==> config.mk <==
export PLATFORM = sky130hd
export DESIGN_NAME = mem_arbiter_flat
export DESIGN_NICKNAME = d
export VERILOG_FILES = /design/src/rtl/mem_arb_pkg.sv /design/src/rtl/mem_arbiter_if.sv /design/src/rtl/mem_arb_wdog.sv /design/src/rtl/mem_arbiter.sv /design/src/flat_wrapper.sv
export SDC_FILE = /design/constraint.sdc
export NUM_CORES = 1
export LEC_CHECK = 0
export ABC_AREA = 0
export CAP_MARGIN = 20
export CORE_MARGIN = 8
export CORE_UTILIZATION = 36
export DETAILED_ROUTE_END_ITERATION = 8
export MAX_ROUTING_LAYER = met4
export PLACE_DENSITY_LB_ADDON = 0.15
export SLEW_MARGIN = 20
export SYNTH_ARGS = -nofsm -noshare
export SYNTH_HDL_FRONTEND = slang
export SYNTH_SLANG_ARGS = --single-unit
==> constraint.sdc <==
create_clock -name clk -period 1.5 [get_ports clk]
set_clock_uncertainty 0.1 [all_clocks]
set_input_delay 0.225 -clock clk [delete_from_list [all_inputs] [get_ports clk]]
set_output_delay 0.225 -clock clk [all_outputs]
set_load 0.02 [all_outputs]
==> src/rtl/mem_arb_pkg.sv <==
// Purpose: shared state encoding, watchdog width and helpers for mem_arbiter.
// Latency: none (types and constants only).
// Backpressure: none. The ERR state exists only when MEM_ARB_WDOG_EN is defined.
package mem_arb_pkg;

  // Width of the watchdog cycle counter; covers the full 1..65535 limit range.
  localparam int WDOG_W = 16;

  // Arbiter FSM states. ERR is only reachable through the watchdog.
`ifdef MEM_ARB_WDOG_EN
  typedef enum logic [1:0] {
    IDLE  = 2'd0,
    IBUSY = 2'd1,
    DBUSY = 2'd2,
    ERR   = 2'd3
  } arb_state_t;
`else
  typedef enum logic [1:0] {
    IDLE  = 2'd0,
    IBUSY = 2'd1,
    DBUSY = 2'd2
  } arb_state_t;
`endif

  // True while a memory transaction is outstanding.
  function automatic logic is_busy(input arb_state_t s);
    return (s == IBUSY) || (s == DBUSY);
  endfunction

endpackage

==> src/rtl/mem_arbiter_if.sv <==
// Purpose: bundles fetch port, data port and memory port of the arbiter.
// Latency: none (wires only).
// Backpressure: req/ready handshakes on both requester ports, req/ack on memory.
interface mem_arbiter_if #(
  parameter int WIDTH = 32
);
  // Fetch port
  logic             ireq;
  logic [WIDTH-1:0] iaddr;
  logic [WIDTH-1:0] irdata;
  logic             iready;
  // Data port
  logic             dreq;
  logic             dwe;
  logic [WIDTH-1:0] daddr;
  logic [WIDTH-1:0] dwdata;
  logic [WIDTH-1:0] drdata;
  logic             dready;
  // Memory port
  logic             mreq;
  logic             mwe;
  logic [WIDTH-1:0] maddr;
  logic [WIDTH-1:0] mwdata;
  logic [WIDTH-1:0] mrdata;
  logic             mack;
  // Status
  logic             merr;

  // Arbiter side
  modport slave (
    input  ireq, iaddr, dreq, dwe, daddr, dwdata, mrdata, mack,
    output irdata, iready, drdata, dready, mreq, mwe, maddr, mwdata, merr
  );

  // Requesters plus memory side
  modport master (
    output ireq, iaddr, dreq, dwe, daddr, dwdata, mrdata, mack,
    input  irdata, iready, drdata, dready, mreq, mwe, maddr, mwdata, merr
  );

endinterface

==> src/rtl/mem_arb_wdog.sv <==
// Purpose: counts cycles of an outstanding memory transaction, flags expiry.
// Latency: o_expire is combinational from the registered count (same cycle).
// Backpressure: none; restarts from zero whenever a new transaction is launched.
module mem_arb_wdog
  import mem_arb_pkg::*;
#(
  parameter int WDOG_CYCLES = 255
) (
  input  logic clk,
  input  logic reset,
  input  logic i_start,
  input  logic i_busy,
  output logic o_expire
);

  // Count value seen during the last permitted BUSY cycle.
  localparam logic [WDOG_W-1:0] LIMIT = WDOG_W'(WDOG_CYCLES - 1);

  logic [WDOG_W-1:0] r_cnt;

  // Cleared on the edge that enters BUSY, so the first BUSY cycle sees zero;
  // saturates at LIMIT so a late mack never lets the count wrap.
  always_ff @(posedge clk) begin
    if (!reset) begin
      r_cnt <= '0;
    end else if (i_start) begin
      r_cnt <= '0;
    end else if (i_busy && (r_cnt != LIMIT)) begin
      r_cnt <= r_cnt + 1'b1;
    end
  end

  // Expiry is raised in the WDOG_CYCLES-th BUSY cycle; the FSM lets mack win.
  assign o_expire = i_busy && (r_cnt == LIMIT);

endmodule

==> src/rtl/mem_arbiter.sv <==
// Purpose: arbitrates fetch and data requesters onto one memory port, data first.
// Latency: 2 cycles minimum (req -> mreq next cycle -> ready the cycle after mack).
// Backpressure: requesters hold req until ready; mreq held until mack. Optional watchdog: MEM_ARB_WDOG_EN.
module mem_arbiter
  import mem_arb_pkg::*;
#(
  parameter int WIDTH       = 32,
  parameter int WDOG_CYCLES = 255
) (
  input  logic         clk,
  input  logic         reset,
  mem_arbiter_if.slave bus
);

  arb_state_t       r_state;
  logic             r_mreq;
  logic             r_mwe;
  logic [WIDTH-1:0] r_maddr;
  logic [WIDTH-1:0] r_mwdata;
  logic [WIDTH-1:0] r_irdata;
  logic [WIDTH-1:0] r_drdata;
  logic             r_iready;
  logic             r_dready;

  // A requester still holding req in its own ready cycle is a stale hold.
  logic w_dsel;
  logic w_isel;

  assign w_dsel = bus.dreq && !r_dready;
  assign w_isel = bus.ireq && !r_iready;

`ifdef MEM_ARB_WDOG_EN
  logic r_merr;
  logic w_start;
  logic w_busy;
  logic w_expire;

  assign w_busy  = is_busy(r_state);
  assign w_start = (r_state == IDLE) && (w_dsel || w_isel);

  mem_arb_wdog #(
    .WDOG_CYCLES(WDOG_CYCLES)
  ) u_wdog (
    .clk     (clk),
    .reset   (reset),
    .i_start (w_start),
    .i_busy  (w_busy),
    .o_expire(w_expire)
  );

  assign bus.merr = r_merr;
`else
  assign bus.merr = 1'b0;
`endif

  // Flag an out-of-range watchdog limit in simulation.
  always_comb begin
    assert ((WDOG_CYCLES >= 1) && (WDOG_CYCLES <= 65535))
      else $error("mem_arbiter: WDOG_CYCLES out of range 1..65535");
  end

  // Arbitration FSM; every output is a register updated here.
  always_ff @(posedge clk) begin
    if (!reset) begin
      r_state  <= IDLE;
      r_mreq   <= 1'b0;
      r_mwe    <= 1'b0;
      r_maddr  <= '0;
      r_mwdata <= '0;
      r_irdata <= '0;
      r_drdata <= '0;
      r_iready <= 1'b0;
      r_dready <= 1'b0;
`ifdef MEM_ARB_WDOG_EN
      r_merr   <= 1'b0;
`endif
    end else begin
      // Ready outputs are single-cycle pulses.
      r_iready <= 1'b0;
      r_dready <= 1'b0;
      case (r_state)
        IDLE: begin
          if (w_dsel) begin
            r_maddr  <= bus.daddr;
            r_mwdata <= bus.dwdata;
            r_mwe    <= bus.dwe;
            r_mreq   <= 1'b1;
            r_state  <= DBUSY;
          end else if (w_isel) begin
            r_maddr  <= bus.iaddr;
            r_mwe    <= 1'b0;
            r_mreq   <= 1'b1;
            r_state  <= IBUSY;
          end
        end
        IBUSY: begin
          if (bus.mack) begin
            r_irdata <= bus.mrdata;
            r_iready <= 1'b1;
            r_mreq   <= 1'b0;
            r_state  <= IDLE;
          end
`ifdef MEM_ARB_WDOG_EN
          else if (w_expire) begin
            r_mreq  <= 1'b0;
            r_merr  <= 1'b1;
            r_state <= ERR;
          end
`endif
        end
        DBUSY: begin
          if (bus.mack) begin
            // Stores leave drdata untouched.
            if (!r_mwe) begin
              r_drdata <= bus.mrdata;
            end
            r_dready <= 1'b1;
            r_mreq   <= 1'b0;
            r_state  <= IDLE;
          end
`ifdef MEM_ARB_WDOG_EN
          else if (w_expire) begin
            r_mreq  <= 1'b0;
            r_merr  <= 1'b1;
            r_state <= ERR;
          end
`endif
        end
`ifdef MEM_ARB_WDOG_EN
        ERR: begin
          // Dead until reset: no requests, no acks, no ready pulses.
          r_state <= ERR;
        end
`endif
        default: begin
          r_mreq  <= 1'b0;
          r_state <= IDLE;
        end
      endcase
    end
  end

  assign bus.mreq   = r_mreq;
  assign bus.mwe    = r_mwe;
  assign bus.maddr  = r_maddr;
  assign bus.mwdata = r_mwdata;
  assign bus.irdata = r_irdata;
  assign bus.drdata = r_drdata;
  assign bus.iready = r_iready;
  assign bus.dready = r_dready;

endmodule

==> src/flat_wrapper.sv <==
// flat-port wrapper written by rule: the top's interface ports become plain ports
module mem_arbiter_flat import mem_arb_pkg::*;
#(
  parameter int WIDTH       = 32,
  parameter int WDOG_CYCLES = 255
)
  (clk, reset, bus_ireq, bus_iaddr, bus_dreq, bus_dwe, bus_daddr, bus_dwdata, bus_mrdata, bus_mack, bus_irdata, bus_iready, bus_drdata, bus_dready, bus_mreq, bus_mwe, bus_maddr, bus_mwdata, bus_merr);
  mem_arbiter_if #(.WIDTH(WIDTH)) bus_i ();
  input  logic clk;
  input  logic reset;
  input wire logic [$bits(bus_i.ireq)-1:0] bus_ireq;
  input wire logic [$bits(bus_i.iaddr)-1:0] bus_iaddr;
  input wire logic [$bits(bus_i.dreq)-1:0] bus_dreq;
  input wire logic [$bits(bus_i.dwe)-1:0] bus_dwe;
  input wire logic [$bits(bus_i.daddr)-1:0] bus_daddr;
  input wire logic [$bits(bus_i.dwdata)-1:0] bus_dwdata;
  input wire logic [$bits(bus_i.mrdata)-1:0] bus_mrdata;
  input wire logic [$bits(bus_i.mack)-1:0] bus_mack;
  output wire logic [$bits(bus_i.irdata)-1:0] bus_irdata;
  output wire logic [$bits(bus_i.iready)-1:0] bus_iready;
  output wire logic [$bits(bus_i.drdata)-1:0] bus_drdata;
  output wire logic [$bits(bus_i.dready)-1:0] bus_dready;
  output wire logic [$bits(bus_i.mreq)-1:0] bus_mreq;
  output wire logic [$bits(bus_i.mwe)-1:0] bus_mwe;
  output wire logic [$bits(bus_i.maddr)-1:0] bus_maddr;
  output wire logic [$bits(bus_i.mwdata)-1:0] bus_mwdata;
  output wire logic [$bits(bus_i.merr)-1:0] bus_merr;
  assign bus_i.ireq = bus_ireq;
  assign bus_i.iaddr = bus_iaddr;
  assign bus_i.dreq = bus_dreq;
  assign bus_i.dwe = bus_dwe;
  assign bus_i.daddr = bus_daddr;
  assign bus_i.dwdata = bus_dwdata;
  assign bus_i.mrdata = bus_mrdata;
  assign bus_i.mack = bus_mack;
  assign bus_irdata = bus_i.irdata;
  assign bus_iready = bus_i.iready;
  assign bus_drdata = bus_i.drdata;
  assign bus_dready = bus_i.dready;
  assign bus_mreq = bus_i.mreq;
  assign bus_mwe = bus_i.mwe;
  assign bus_maddr = bus_i.maddr;
  assign bus_mwdata = bus_i.mwdata;
  assign bus_merr = bus_i.merr;
  mem_arbiter #(.WIDTH(WIDTH), .WDOG_CYCLES(WDOG_CYCLES)) u_core (.clk(clk), .reset(reset), .bus(bus_i));
endmodule
==> results.md <==
- Number of flops mapped to enable cells by yosys: 0
- Largest net degree at the start of global routing: 47
- Clk root buf: clkbuf_16
- Clk sinks: 134
- WL/cell: 17.3 microns
- Pint: 8270 uW
- Worst path slowest cell: and3b_2
- CTS buffer count: 17
- Ys async rst share: 0%
- Setup violators final: 0
- Die X: 136 microns
- Drt total wl: 18500 microns
- Critical path capture point type: register
- Area delta synth->final: 70.7%
- Largest stage delay, worst path: 0.34 ns
- Clock share of power: 40.9%
- CTS tree: built
- CTS max path bufs: 2
- Startpoint types: register
- Total grt overflow: 0
- Final GP Congestion: 0.798
- Post-synth top cells: nand2_1 (228), dfxtp_1 (134), a21oi_1 (91)
- VDD IR max: 0.000771 V
- Worst Path Arrival: 1.70 ns
- Insertion delay of the later-clocked pin in the worst-skew pair: 0.41 ns
- Drt pass-1 iters: 6
- Syn_nets: 736
- Nets: 1008
- CTS H-tree lvls: 4
- R2R depth: 6
- Remaining DRCs: 0
- Total Routing Usage GR: 18.4%
- PnR worst setup slack: 0.0324 ns
- Worst Hold Launch: bus_dwdata[11]
- Initial antenna violation count: 0
- Unrepaired setup endpoints after global routing: true
- Post-Place Cells: 1025
- Post-route insts no fill: 1068
- Most common cell in the netlist: nand2_1
- Post-Synthesis Cells: 599
- Tcrit/Tclk final: 97.8%
- Placed inst area: 8000 sq um
- Hold Path Class: input pin to register
- Clock transition at path regs: 0.06 ns
- CP Class: register to register
- Sequential fraction of design power: 35.7%
- Synth warn: 0
- DR vias: 5187
- Main synth FF type: dfxtp_1
- Core ar.: 14300 sq um
- Worst R2R End: u_core.bus.mwdata[7]$_SDFFE_PN0P_
- Synth Area per Inst: 8.66 sq um
- Fin crit period: 1.47 ns
- Initial core utilization: 36.2%
- CP required: 1.73 ns
- Max Fclk: 681 MHz
- Share of cells above drive strength 1: 13.2%
- Static Leak: 0.00390 uW
- Mapped cell area: 5190 sq um
- First DRT Iteration DRCs: 342
- Die ar.: 18500 sq um
- Worst min-delay path endpoint: u_core.bus.mwdata[11]$_SDFFE_PN0P_
- Pre-CTS WS: -0.228 ns
- Reg2reg start: u_core.r_state[1]$_SDFFE_PN0P_
- WP buf/inv: 2
- Max-Cap Viols: 0
- Synth area leaders: dfxtp_1 (52%), nand2_1 (17%), a21oi_1 (8.8%), mux2i_1 (6.2%), o22ai_1 (4.0%)
- Final hold vios: 0
- I/O pin cnt: 267
- Synth top area share: 51.7%
- Row count: 44
- Register area share after synthesis: 51.7%
- Via count of the first global-routing pass: 5150
- Seq cells post-synth: 134
- NetSw: 3110 uW
- Status: completed
- Final Slew Violations: 0
- CP cell instances: inv_2 -> ha_4 -> and3b_2 -> buf_6 -> nand2_1 -> a21oi_1
- Critical path's top delay family: simple AND/OR/NAND/NOR gates
- Ant diodes: 0
- Count of different cell masters after synthesis: 33
- Crit-path max FO: 8
- Sw Share: 27.3%
- Die height: 136 microns
- Pwr/cell area: 1290 nW/um^2
- Post-Route Utilization: 61.8%
- Hold path cells: 3
- Post-DP HPWL: 12700 microns
- Leading area contributor after synthesis: dfxtp_1
- Port bufs: 265
- Post-DR vias/cell: 4.86
- First-pass GRT wire length: 26200 microns
- DRT antenna net count: 0
- Comb pwr share: 23.4%
- Setup TNS: 0 ns
- Worst R2R Setup Slack: 0.03 ns
- Fin area: 8850 sq um
metrics by stage:
stage	hold WS (ns)	power, uW
2_1_floorplan	0.261	5510
3_3_place_gp	0.341	6720
3_5_place_dp	0.348	6770
4_1_cts	0.247	11200
5_1_grt	0.264	11900
6_report	0.256	11400
kinds of logic (layout without fill, tap and decap cells):
kind of cell	Yosys count	after routing	synth area share [%]
buf+inv	51	336	7.70
fa+ha+maj	3	3	0.724
other cells	1	1	0.0723
mux	32	32	6.18
simple gates	241	241	18.5
flops	134	134	51.7
compound gates	137	137	15.2
worst reg2reg max path, delay by kind of cell (launching register included):
family / cells / cell delay [ns]
buf+inv: 2 / 0.27
flops: 1 / 0.33
simple gates: 2 / 0.41
compound gates: 1 / 0.15
fa+ha+maj: 1 / 0.15
cells in the final DEF (no fill, tap or decap), types with 2 or more instances in the layout:
master / instances
and3b_2: 2
inv_2: 2
o22ai_1: 33
bufinv_16: 5
nand3b_1: 2
clkdlybuf4s50_1: 133
clkbuf_16: 23
clkinvlp_4: 3
dlygate4sd2_1: 127
clkbuf_8: 4
nand2_4: 2
mux2i_1: 32
a21oi_2: 22
a21o_2: 2
ha_4: 2
buf_6: 3
dfxtp_1: 132
clkdlybuf4s15_1: 5
buf_4: 15
nand2b_4: 2
a21oi_1: 75
nand2_1: 217
dfxtp_2: 2
buf_12: 11
nand2_2: 9
clkinv_4: 2
power groups by stage:
stage / combinational [uW] / clock, uW / sequential (uW)
2_1_floorplan: 998 / 0 / 4510
3_3_place_gp: 2600 / 0 / 4120
3_5_place_dp: 2630 / 0 / 4140
4_1_cts: 2430 / 4760 / 4050
5_1_grt: 2860 / 4900 / 4100
6_report: 2670 / 4650 / 4060
layout make-up:
class	instances	area (sq um)
inverters	4	17.5
clock inverters	11	195
repair buffers	300	3010
clock buffers	21	480
flip-flops and latches	134	2690
multi-input cells	414	2230
well taps	184	230
fillers	1289	5460
layer usage:
layer | track usage (%) | part of all wire (%) | vias up
met5 | - | 0 | -
met4 | 6.71 | 1.9 | 0
met3 | 6.84 | 9.4 | 22
met2 | 30.5 | 49 | 222
met1 | 19.9 | 40 | 2413
li1 | - | - | 2530
sequential cells by signal (all words and copies together) (netlist names):
name	count
u_core.bus.drdata	32
u_core.bus.dready	1
u_core.bus.irdata	32
u_core.bus.iready	1
u_core.bus.maddr	32
u_core.bus.mreq	1
u_core.bus.mwdata	32
u_core.bus.mwe	1
u_core.r_state	2
timing repair:
item                       in CTS  in global routing
gates cloned                    0                  8
buffers inserted                0                  3
setup endpoints to repair     134                 79
gates resized for setup       134                 46
hold buffers                    0                  0
pin swaps                       0                 11
worst max path at each step:
stage,from,endpoint,slack (ns),depth (start not counted)
global route,u_core.r_state[1]$_SDFFE_PN0P_,u_core.bus.mwdata[3]$_SDFFE_PN0P_,-0.04,6
global placement,bus_dreq,u_core.bus.maddr[12]$_SDFFE_PN0P_,-0.12,5
CTS,u_core.r_state[0]$_SDFFE_PN0P_,u_core.bus.mwdata[2]$_SDFFE_PN0P_,0.01,6
finish,u_core.r_state[1]$_SDFFE_PN0P_,u_core.bus.mwdata[7]$_SDFFE_PN0P_,0.03,6
floorplan,u_core.r_state[1]$_SDFFE_PN0P_,u_core.bus.mwdata[23]$_SDFFE_PN0P_,0.02,8
detailed placement,bus_dreq,u_core.bus.maddr[10]$_SDFFE_PN0P_,-0.23,5
No activity file was read; power rests on OpenSTA's default activity.
